==> config.mk <==
export PLATFORM = sky130hd
export DESIGN_NAME = arb_rr_hold
export DESIGN_NICKNAME = d
export VERILOG_FILES = /design/src/rtl/arb_rr_hold.sv
export SDC_FILE = /design/constraint.sdc
export NUM_CORES = 1
export LEC_CHECK = 0
export BUFFER_PORTS_ARGS = -buffer_cell sky130_fd_sc_hd__buf_2
export CAP_MARGIN = 20
export CORE_UTILIZATION = 52
export DETAILED_ROUTE_END_ITERATION = 10
export HOLD_SLACK_MARGIN = 0.1
export PLACE_DENSITY = 0.79
export REMOVE_ABC_BUFFERS = 1
export SLEW_MARGIN = 10
export SYNTH_ARGS = -nofsm -noshare
export SYNTH_HDL_FRONTEND = slang
export SYNTH_SLANG_ARGS = --single-unit
==> constraint.sdc <==
create_clock -name clk -period 2 [get_ports clk]
set_clock_uncertainty 0.1 [all_clocks]
set_input_delay 0 -clock clk [delete_from_list [all_inputs] [get_ports clk]]
set_output_delay 0 -clock clk [all_outputs]
set_load 0.005 [all_outputs]
==> src/rtl/arb_rr_hold.sv <==
// N-way round-robin arbiter with multi-cycle grant ownership, a hold limit
// enforced only under contention, and a one-cycle zero-grant turnaround between owners.
module arb_rr_hold #(
  parameter  int N        = 4,
  parameter  int MAX_HOLD = 8,
  localparam int ID_W     = $clog2(N),
  localparam int HOLD_W   = $clog2(MAX_HOLD + 1)
) (
  input  logic              clk,
  input  logic              rst,
  input  logic [N-1:0]      request,
  output logic [N-1:0]      grant,
  output logic              grant_valid,
  output logic [ID_W-1:0]   grant_id,
  output logic              preempt,
  output logic [HOLD_W-1:0] hold_cnt
);

  localparam logic [1:0] S_IDLE  = 2'd0;
  localparam logic [1:0] S_GRANT = 2'd1;
  localparam logic [1:0] S_TURN  = 2'd2;

  logic [1:0]        state_q,   state_d;
  logic [ID_W-1:0]   ptr_q,     ptr_d;
  logic [N-1:0]      grant_q,   grant_d;
  logic              gvalid_q,  gvalid_d;
  logic [ID_W-1:0]   gid_q,     gid_d;
  logic              preempt_q, preempt_d;
  logic [HOLD_W-1:0] hold_q,    hold_d;

  logic              win_found;
  logic [ID_W-1:0]   win_idx;
  logic [ID_W-1:0]   ptr_after;
  logic              at_limit;
  logic              contended;

  // Circular scan starting at ptr; the first requester encountered wins.
  always_comb begin
    int idx;
    win_found = 1'b0;
    win_idx   = '0;
    idx       = 0;
    for (int k = 0; k < N; k++) begin
      idx = int'(ptr_q) + k;
      if (idx >= N) idx = idx - N;
      if (!win_found && request[idx]) begin
        win_found = 1'b1;
        win_idx   = ID_W'(idx);
      end
    end
  end

  assign ptr_after = (gid_q == ID_W'(N - 1)) ? '0 : gid_q + ID_W'(1);
  assign at_limit  = (hold_q == HOLD_W'(MAX_HOLD));
  assign contended = |(request & ~grant_q);

  always_comb begin
    state_d   = state_q;
    ptr_d     = ptr_q;
    grant_d   = grant_q;
    gid_d     = gid_q;
    hold_d    = hold_q;
    preempt_d = 1'b0;
    case (state_q)
      S_GRANT: begin
        // A voluntary release takes precedence over preemption on the same edge.
        if (!request[gid_q]) begin
          grant_d = '0;
          ptr_d   = ptr_after;
          hold_d  = '0;
          state_d = S_TURN;
        end else if (at_limit && contended) begin
          grant_d   = '0;
          ptr_d     = ptr_after;
          hold_d    = '0;
          preempt_d = 1'b1;
          state_d   = S_TURN;
        end else if (!at_limit) begin
          hold_d = hold_q + HOLD_W'(1);
        end
      end
      default: begin
        // IDLE and TURN both arbitrate; TURN lasts one cycle by construction.
        grant_d = '0;
        hold_d  = '0;
        state_d = S_IDLE;
        if (win_found) begin
          grant_d[win_idx] = 1'b1;
          gid_d   = win_idx;
          hold_d  = HOLD_W'(1);
          state_d = S_GRANT;
        end
      end
    endcase
    gvalid_d = |grant_d;
  end

  always_ff @(posedge clk or negedge rst) begin
    if (!rst) begin
      state_q   <= S_IDLE;
      ptr_q     <= '0;
      grant_q   <= '0;
      gvalid_q  <= 1'b0;
      gid_q     <= '0;
      preempt_q <= 1'b0;
      hold_q    <= '0;
    end else begin
      state_q   <= state_d;
      ptr_q     <= ptr_d;
      grant_q   <= grant_d;
      gvalid_q  <= gvalid_d;
      gid_q     <= gid_d;
      preempt_q <= preempt_d;
      hold_q    <= hold_d;
    end
  end

  assign grant       = grant_q;
  assign grant_valid = gvalid_q;
  assign grant_id    = gid_q;
  assign preempt     = preempt_q;
  assign hold_cnt    = hold_q;

endmodule

# Word level (Yosys, flattened, before mapping)
# Cells that the tools add are included.
# totals
regBits	16
inputBits	6
word_cells	95
# classes
add_sub_neg	9
order_cmp	11
n_eq_ne	6
n_mux	47
bitwise	3
n_reduce_logical	12
# op_table
op	n
32-bit by 4-bit less-than comparator with 1-bit output, second input constant	4
32-bit two-way mux	4
4-bit two-way mux	8
2-bit two-way mux	10
1-bit two-way mux	19
3-bit by 3-bit subtractor with 4-bit output, second input constant	3
1-bit binary-select mux with 2-bit select	5
3-bit >= comparator, second input constant	3
4-bit OR reduction	2
2-bit by 2-bit adder with 3-bit output, second input constant	2
2-bit by 3-bit less-than comparator with 1-bit output, second input constant	2
1-bit logical AND	5
4-bit by 1-bit adder with 4-bit output, second input constant	1
4-bit AND	1
4-bit == test, second input constant	1
4-bit != test, second input constant	1
4-bit NOT	1
2-bit AND reduction	2
2-bit by 3-bit subtractor with 4-bit output, second input constant	1
2-bit by 1-bit adder with 3-bit output, second input constant	1
2-bit by 3-bit >= comparator with 1-bit output, second input constant	1
1-bit zero test	3
3-bit != test, second input constant	1
2-bit by 1-bit adder with 2-bit output, second input constant	1
6 further kinds	6

# Depth between registers and ports, before layout
# Gate-level depths: netlist (run 1).
# depth
word_depth	22
mapped_depth	6
ltp_nobuf	6

# Worst setup path after synthesis (run 1)
# OpenSTA, ideal clock, no wires.
# synth_timing
path_type	reg-to-reg
start	register hold_q[0], in the netlist hold_cnt[0]
end	register ptr_q[0]
t_arrival_ns	1.527
required_time_ns	1.775
slack_ns	0.248
stages_incl_launch_ff	7
path_buffers	0
period_less_slack_ns	1.752
path_cell_list	dfrtp_1 > inv_1 > ha_1 > and3b_1 > o41ai_4 > a31o_4 > mux2_4
# synth_between
elab_chain_cells	4
# synth_rtl
item	line	text
start: declaration	29	logic [HOLD_W-1:0] hold_q, hold_d;
start signal: assignment	114	hold_q <= hold_d;
4-bit == test	54	assign at_limit = (hold_q == HOLD_W'(MAX_HOLD));
1-bit logical AND	72	end else if (at_limit && contended) begin
2-bit by 1-bit != test with 1-bit output (no source line)	n/a	
2-bit AND reduction (no source line)	n/a	
end signal: assignment	109	ptr_q <= ptr_d;
end: declaration	24	logic [ID_W-1:0] ptr_q, ptr_d;
# Every way passes these cells.
# A chain may end at the register's enable or synchronous reset.

# Worst setup path in the final report (run 1)
# layout_timing
start	input port request[1]
end	register grant_q[3], in the netlist grant[3]
# layout_between
elab_chain_cells	19
word_cells_on_any_way	40
cone_classes	order compare: 2; mux: 28; bitwise: 1; reduce/logical: 9
# layout_rtl
item	line	text
start: declaration	11	input logic [N-1:0] request,
1-bit binary-select mux with 2-bit select	46	if (!win_found && request[idx]) begin
1-bit two-way mux (implied by the code) (2 in series)	46	
1-bit two-way mux	46	
1-bit zero test	46	
1-bit logical AND	46	
1-bit two-way mux	46	
1-bit zero test	46	
1-bit logical AND	46	
[... 3 more ...]	n/a	
2-bit two-way mux	46	
2-bit by 3-bit less-than comparator with 1-bit output (implied by the code) or 2-bit by 1-bit >= comparator with 1-bit output (tied branches)	88	grant_d[win_idx] = 1'b1;
1-bit logical AND (implied by the code)	88	
1-bit two-way mux (implied by the code)	88	
1-bit demux with 2-bit select	88	
4-bit two-way mux	87	if (win_found) begin
4-bit two-way mux (*)	64	case (state_q)
named net grant_d[3]	25	logic [N-1:0] grant_q, grant_d;
end signal: assignment	110	grant_q <= grant_d;
end: declaration	25	
# The timed path passes the listed nets; every way through them passes the cells marked *. The select of a mux whose other input is x is not followed.

==> results.toml, run 1 <==
[worst_setup_path]
crit_path_cell_trace = "dlygate4sd3_1 -> buf_2 -> o41ai_1 -> nor3_1 -> a22o_1"
cp.arrival_ps = 1990
critical_path.startpoint = "request[1]"
crit_end = "grant[3]"
path_delay_family = "compound AO/OA/AOI/OAI gates"
rr_worst_depth = 6
cp-start-kind = "input pin"
crit_cells = 5
crit_type = "in -> reg"
reg2reg_from = "hold_cnt[0]"
worstReg2RegEnd = "ptr_q[1]"
rrSetupSlack_ps = 140
path_buf_inv = 2
cp_slowest_cell = "o41ai_1"
cp_max_fo = 6
critPathMaxStageDelay_ps = 880
setup.worst_path.end_class = "register"
cp.required_ps = 2080

[final_layout]
syn_to_final_growth_pct = 24.1
fin_util = 0.714
final_cell_area_um2 = 1110
antennaDiodeCount = 0
regArea_um2 = 400
nNetsFinal = 118
multi_input_area_um2 = 482
drive_above_1_share = 0.315
layout.cells.non_filler = 124
fill_cells = 115

[clock_network]
cts_tree = "yes"
cts_made_buffers = 3
htreeDepth = 1
cts-root-buf = "clkbuf_4"
post_cts_buffers = 0
clock_path_buffers = 2
cts.clk_slew.worst_paths_ps = 90
worstSkewPairLatency_ps = 290
clock_sinks = 16

[synth]
synth_edf_count = 0
synth_top_area_share = 0.446
synth-seq-cells = 16
netlist_area_um2 = 897
synth.most_common_cell = "dfrtp_1"
yosys_most_used_dff = "dfrtp_1"
yosysSeqAreaShare = 0.446
synth_area_leader_cell = "dfrtp_1"
yosys_warnings = 0
avgSynthCellArea_um2 = 11.4
ys_types = 36
ys_top_cells_by_area = "dfrtp_1 (45%), mux2i_1 (4.5%), ha_1 (4.2%)"
synthCells = 79
synthArstFlopShare = 1.00

[power]
p_per_area_nw_per_um2 = 1390
switching_share = 0.390
p_clk_frac = 0.139
internal_power_mw = 0.944
seq_power_share = 0.373
p_comb_frac = 0.488
p_leak_nw = 0.550
finalPower_mw = 1.55
ir_drop_mv = 0.908
power.switching_mw = 0.604

[detailed_routing]
num_vias = 716
drt_wl_total_um = 1920
drt_pass1_iterations = 7
drc_errors = 4
viasPerCell = 5.77
ant_nets = 0
drt_iter0_drc = 27
wl_per_cell_um = 15.5

[floorplanning]
die_area_um2 = 1900
die_h_um = 43.5
io_pins = 18
num_rows = 14
start_util = 0.575
core-area_um2 = 1560
die_x_um = 43.5

[status]
violations = "DRC"
status = "finished, violations left"

[timing]
tns_ps = 0
hold_viol = 0
post-route-min-period_ps = 1910
postLayoutSetupSlackWorst_ps = 87.5
final_max_slew_viol_count = 0
rsz0062_at_grt = "false"
slew_headroom = 0.364
hold_slack_ps = 464
finalCritPeriodShare = 0.956
setup_viol = 0
tightest_slew_ps = 942
max_freq_ghz = 0.523

[global_routing]
grt_usage = 0.233
grt.overflow.total = 0
grt_pass1_vias = 752
grt_pass1_wl_um = 3240
antenna_found_initial = 0
grt_max_degree = 17

[placed_design]
gp_congestion = 0.755
postPlaceCellArea_um2 = 1020
io_buffers = 17
placed_cells = 114
dp_worst_setup_slack_ps = 147

[flow_run]
drv_cap = 0

[min_path]
hold_class = "reg -> reg"
-- power by group through the flow --
stage                     registers, mW  clock network (mW)  logic, mW
after CTS                         0.578               0.217      0.759
final                             0.578               0.215      0.755
after global placement            0.572                   0      0.723
after detailed placement          0.583                   0      0.741
after floorplan                   0.578                   0      0.493
after global routing              0.595               0.229      0.841
-- layout make-up --
cell class                 instances  share of cell area
tap                               16              0.0180
clock buffer                       4              0.0326
inverter                           4              0.0135
sequential                        16               0.360
timing repair buffer              25               0.144
multi-input combinational         59               0.433
-- how the worst min path moves through the flow --
stage              from        to  slack (ps)  depth (start not counted)
2_1_floorplan       rst  grant[0]        -400                          0
3_3_place_gp        rst  ptr_q[1]        -170                          1
3_5_place_dp        rst  ptr_q[0]        -160                          1
4_1_cts        grant[2]  grant[2]         470                          1
5_1_grt        grant[2]  grant[2]         480                          1
6_report       grant[2]  grant[2]         460                          1
-- cells in the final DEF, fill, tap and decap left out, types with 2 or more instances in the layout --
master / instances
a21oi_1: 2
a31oi_1: 2
a32o_1: 2
buf_2: 17
buf_4: 2
clkbuf_4: 3
dfrtp_1: 16
dlygate4sd3_1: 6
ha_1: 3
inv_1: 4
mux2_4: 2
mux2i_1: 4
nand2_1: 4
nand2b_1: 4
nand3_1: 4
nor2_1: 3
nor2b_1: 3
nor3_1: 2
o21ai_0: 3
-- sequential cells by signal (all words and copies together) (netlist names) --
register and cells:
hold_cnt 4, state_q 2, grant_id 2, grant 4
preempt 1, grant_valid 1, ptr_q 2
-- per-layer routing --
| layer | vias up | track usage | wire (um) |
|---|---|---|---|
| li1 | 355 | - | - |
| met1 | 336 | 0.301 | 843 |
| met2 | 23 | 0.397 | 972 |
| met3 | 2 | 0.0250 | 93 |
| met4 | 0 | 0.100 | 12 |
| met5 | - | 0 | 0 |
-- repair_timing --
item,4_1_cts,5_1_grt
hold buffers,6,0
gates resized for setup,0,0
hold endpoints to repair,19,0
-- cell families after synthesis --
kind of cell | share of synthesized area
AO/OA/AOI/OAI | 0.198
buffers and inverters | 0.0167
adder cells (fa/ha/maj) | 0.0418
XOR/XNOR | 0.0195
multiplexers | 0.0907
AND/OR/NAND/NOR | 0.187
flip-flops | 0.446
(Power assumes the default switching activity.)
==> run 2: changes to the inputs <==
--- a/config.mk
+++ b/config.mk
@@ -10,7 +10,7 @@
 export CORE_UTILIZATION = 52
 export DETAILED_ROUTE_END_ITERATION = 10
 export HOLD_SLACK_MARGIN = 0.1
-export PLACE_DENSITY = 0.79
+export PLACE_DENSITY = 0.76
 export REMOVE_ABC_BUFFERS = 1
 export SLEW_MARGIN = 10
 export SYNTH_ARGS = -nofsm -noshare
==> run 2 against run 1 <==
Net effect: the run now ends clean; sequential share of layout area increased by 0.20 points; fmax rose by 4.7%; routed wire length decreased by 10%; power fell by 0.43%; via count rose by 0.70%; die area unchanged; flip-flop and latch count stayed put; hold slack got worse by 370 ps; non-clock buffer count shrank 2; first-iteration DRC count down 74%; largest cell class unchanged; largest power group unchanged.
==> results.toml, run 2 (same netlist as run 1, synthesis figures left out) <==
[worst_setup_path]
crit_type = "reg -> reg"
cp-start-kind = "register"
rrSetupSlack_ps = 170
worstReg2RegEnd = "ptr_q[0]"
cp.arrival_ps = 1900
setup.worst_path.end_class = "register"
cp_max_fo = 7
cp.required_ps = 2080
rr_worst_depth = 6
reg2reg_from = "hold_cnt[0]"

[clock_network]
cts-root-buf = "clkbuf_4"
cts_tree = "yes"
post_cts_buffers = 0
cts.clk_slew.worst_paths_ps = 80
clock_sinks = 16
clock_path_buffers = 2
cts_made_buffers = 3
htreeDepth = 1
worstSkewPairLatency_ps = 280

[timing]
rsz0062_at_grt = "false"
final_max_slew_viol_count = 0
slew_headroom = 0.545
tns_ps = 0
tightest_slew_ps = 681
hold_viol = 0
max_freq_ghz = 0.547
post-route-min-period_ps = 1830
finalCritPeriodShare = 0.914
setup_viol = 0

[placed_design]
io_buffers = 17
gp_congestion = 0.854
hpwl_um = 1290

[final_layout]
layout_commonest_cell = "buf_2"
nNetsFinal = 116
multi_input_area_um2 = 490
regArea_um2 = 400
final_cell_mix = "buf_2 (17), dfrtp_1 (16), dlygate4sd3_1 (6)"
fill_cells = 114
fin_util = 0.710
antennaDiodeCount = 0
drive_above_1_share = 0.321
syn_to_final_growth_pct = 23.4

[detailed_routing]
drt_iter0_drc = 7
num_vias = 721
drt_wl_total_um = 1730
ant_nets = 0
viasPerCell = 5.91
drt_pass1_iterations = 4
wl_per_cell_um = 14.1
drc_errors = 0

[global_routing]
grt_max_degree = 17
grt_pass1_wl_um = 3020
grt_pass1_vias = 674
grt.overflow.total = 0
antenna_found_initial = 0
grt_usage = 0.226

[floorplanning]
die_area_um2 = 1900
die_x_um = 43.5
core-area_um2 = 1560
num_rows = 14
die_h_um = 43.5
io_pins = 18
start_util = 0.575

[min_path]
hold_path_depth = 3
hold_class = "in -> reg"
whs_endpoint = "grant[1]"
min_from = "request[1]"

[power]
p_leak_nw = 0.543
finalPower_mw = 1.54
p_per_area_nw_per_um2 = 1390
ir_drop_mv = 0.840

[flow_run]
drv_cap = 0

[status]
status = "completed"
## run 2: area by class of cell
cell class                      instances  share of cell area
Sequential cell                        16               0.362
Tap cell                               16              0.0181
Clock buffer                            4              0.0328
Inverter                                4              0.0136
Multi-Input combinational cell         59               0.443
Timing Repair Buffer                   23               0.131
## run 2: through the flow
stage	hold WS, ps	area, um^2	std cells	setup slack (ps)
4_1_cts	100	1100	122	106
5_1_grt	118	1110	122	79.4
6_report	98.6	1110	122	173
3_3_place_gp	-181	1000	112	215
3_5_place_dp	-176	1000	112	116
2_1_floorplan	-396	897	79	248
## run 2: where the power goes
part           internal [mW]  switching (mW)
sequential             0.447           0.143
combinational          0.394           0.354
clock                  0.111          0.0924
## run 2: how the worst max path moves through the flow
stage | from | end
6_report | hold_cnt[0] | ptr_q[0]
5_1_grt | hold_cnt[0] | ptr_q[1]
4_1_cts | hold_cnt[0] | ptr_q[0]
3_5_place_dp | hold_cnt[0] | ptr_q[0]
3_3_place_gp | hold_cnt[0] | ptr_q[1]
2_1_floorplan | hold_cnt[0] | ptr_q[0]
## run 2: critical path: stages, from the launching register on
cell and delay, ps:
dfrtp_1 420, inv_1 100, ha_1 160, and3b_2 260
o41ai_4 130, a31o_4 260, mux2_4 290
## run 2: repair_timing
item	4_1_cts	5_1_grt
hold buffers	6	0
gates resized for setup	0	2
hold endpoints to repair	19	0
endpoints found under the setup margin	0	3
## run 2: per-layer routing
metal / wire (um) / part of all wire / vias to the layer above / global-route usage
met5: 0 / 0 / - / 0
met4: 46 / 0.027 / 0 / 0.0938
met3: 98 / 0.057 / 6 / 0.0875
met2: 789 / 0.46 / 21 / 0.339
met1: 791 / 0.46 / 344 / 0.295
li1: - / - / 350 / -
==> run 3: changes to the inputs <==
--- a/config.mk
+++ b/config.mk
@@ -7,10 +7,10 @@
 export LEC_CHECK = 0
 export BUFFER_PORTS_ARGS = -buffer_cell sky130_fd_sc_hd__buf_2
 export CAP_MARGIN = 20
-export CORE_UTILIZATION = 52
+export CORE_UTILIZATION = 56
 export DETAILED_ROUTE_END_ITERATION = 10
 export HOLD_SLACK_MARGIN = 0.1
-export PLACE_DENSITY = 0.76
+export PLACE_DENSITY = 0.81
 export REMOVE_ABC_BUFFERS = 1
 export SLEW_MARGIN = 10
 export SYNTH_ARGS = -nofsm -noshare
==> constraint.sdc (replaced) <==
create_clock -name clk -period 2.2 [get_ports clk]
set_clock_uncertainty 0.1 [all_clocks]
set_input_delay 0 -clock clk [delete_from_list [all_inputs] [get_ports clk]]
set_output_delay 0 -clock clk [all_outputs]
set_load 0.005 [all_outputs]
==> run 3 against run 2 <==
Net effect: sequential power shrank 9.3%; final cell count shrank 1.6%; clock power shrank 7%; die area shrank 6.8%; register-to-register slack gained 130 ps; power shrank 11%; critical path depth is the same.
==> results.toml, run 3 (same netlist as run 1, synthesis figures left out) <==
[status]
status = "completed"

[placed_design]
io_buffers = 17
postPlaceCellArea_um2 = 1010
gp_congestion = 0.790
placed_cells = 113
hpwl_um = 1280
dp_worst_setup_slack_ps = 315

[timing]
tightest_slew_ps = 732
max_freq_ghz = 0.527
hold_viol = 0
post-route-min-period_ps = 1900
postLayoutSetupSlackWorst_ps = 303
finalCritPeriodShare = 0.862
tns_ps = 0
final_max_slew_viol_count = 0
setup_viol = 0
hold_slack_ps = 133
slew_headroom = 0.510
rsz0062_at_grt = "false"

[clock_network]
clock_sinks = 16
clock_path_buffers = 2
post_cts_buffers = 0
cts-root-buf = "clkbuf_4"
cts_made_buffers = 3
cts_tree = "yes"
worstSkewPairLatency_ps = 280
htreeDepth = 1
cts.clk_slew.worst_paths_ps = 90

[floorplanning]
num_rows = 14
start_util = 0.596
io_pins = 18
die_h_um = 42.0
die_x_um = 42.0
die_area_um2 = 1770
core-area_um2 = 1510

[detailed_routing]
drc_errors = 0
wl_per_cell_um = 14.5
drt_wl_total_um = 1740
drt_iter0_drc = 14
drt_pass1_iterations = 4
ant_nets = 0
viasPerCell = 5.76
num_vias = 691

[min_path]
hold_path_depth = 4
min_from = "request[2]"
whs_endpoint = "state_q[0]"
hold_class = "in -> reg"

[worst_setup_path]
critPathMaxStageDelay_ps = 430
worstReg2RegEnd = "ptr_q[1]"
cp_slowest_cell = "dfrtp_1"
setup.worst_path.end_class = "register"
path_buf_inv = 1
critical_path.startpoint = "hold_cnt[0]"
cp.required_ps = 2270
crit_cells = 6
cp_max_fo = 7
path_delay_family = "compound AO/OA/AOI/OAI gates"
rrSetupSlack_ps = 300
cp.arrival_ps = 1970
reg2reg_from = "hold_cnt[0]"
cp-start-kind = "register"
crit_type = "reg -> reg"
crit_path_cell_trace = "inv_1 -> ha_1 -> and3b_1 -> o41ai_4 -> a31o_4 -> mux2_4"
rr_worst_depth = 6

[power]
p_leak_nw = 0.532
finalPower_mw = 1.38
p_per_area_nw_per_um2 = 1280
ir_drop_mv = 0.788

[global_routing]
grt_max_degree = 17
grt_pass1_vias = 699
antenna_found_initial = 0
grt_usage = 0.223
grt.overflow.total = 0
grt_pass1_wl_um = 3020

[final_layout]
nNetsFinal = 114
final_cell_area_um2 = 1080
drive_above_1_share = 0.317
fin_util = 0.714
layout_commonest_cell = "buf_2"
syn_to_final_growth_pct = 19.9
layout.cells.non_filler = 120
final_cell_mix = "buf_2 (17), dfrtp_1 (16)"
fill_cells = 116
antennaDiodeCount = 0

[flow_run]
drv_cap = 0
[run 3: cell types whose count changed in the layout (fill, tap and decap cells not counted), sizes merged]
cell,before,now
dlygate4sd3,6,3
buf,17,18
[run 3: power by group]
| group | internal (mW) | switching (mW) | leakage, nW |
|---|---|---|---|
| Clock | 0.101 | 0.0888 | 0.0210 |
| Sequential | 0.407 | 0.129 | 0.204 |
| Combinational | 0.339 | 0.315 | 0.308 |
| Total | 0.847 | 0.532 | 0.532 |
[run 3: layout make-up]
type | count | area [um^2] | area share
multi-input combinational | 59 | 482 | 0.448
sequential | 16 | 400 | 0.372
timing repair buffer | 21 | 123 | 0.114
clock buffer | 4 | 36.3 | 0.0337
tap | 16 | 20.0 | 0.0186
inverter | 4 | 15.0 | 0.0140
[run 3: worst reg2reg max path, delay by kind of cell (launching register included)]
kind	cells	cell delay [ps]
buffers and inverters	1	90
AO/OA/AOI/OAI	2	440
flip-flops	1	430
adder cells (fa/ha/maj)	1	160
multiplexers	1	290
AND/OR/NAND/NOR	1	290
[run 3: how the worst max path moves through the flow]
| stage | to |
|---|---|
| CTS | ptr_q[1] |
| finish | ptr_q[1] |
| floorplan | ptr_q[0] |
| global placement | ptr_q[1] |
| detailed placement | ptr_q[1] |
| global route | ptr_q[1] |
[run 3: what timing repair did]
item / in CTS / in global routing
hold buffers: 3 / 0
hold endpoints to repair: 17 / 0
gates resized for setup: 0 / 0
[run 3: routing by layer]
metal | global-route usage | part of all wire | vias up
li1 | - | - | 342
met1 | 0.309 | 0.51 | 334
met2 | 0.356 | 0.46 | 13
met3 | 0.0517 | 0.031 | 2
met4 | 0.0563 | 0.0052 | 0
met5 | 0 | 0 | -
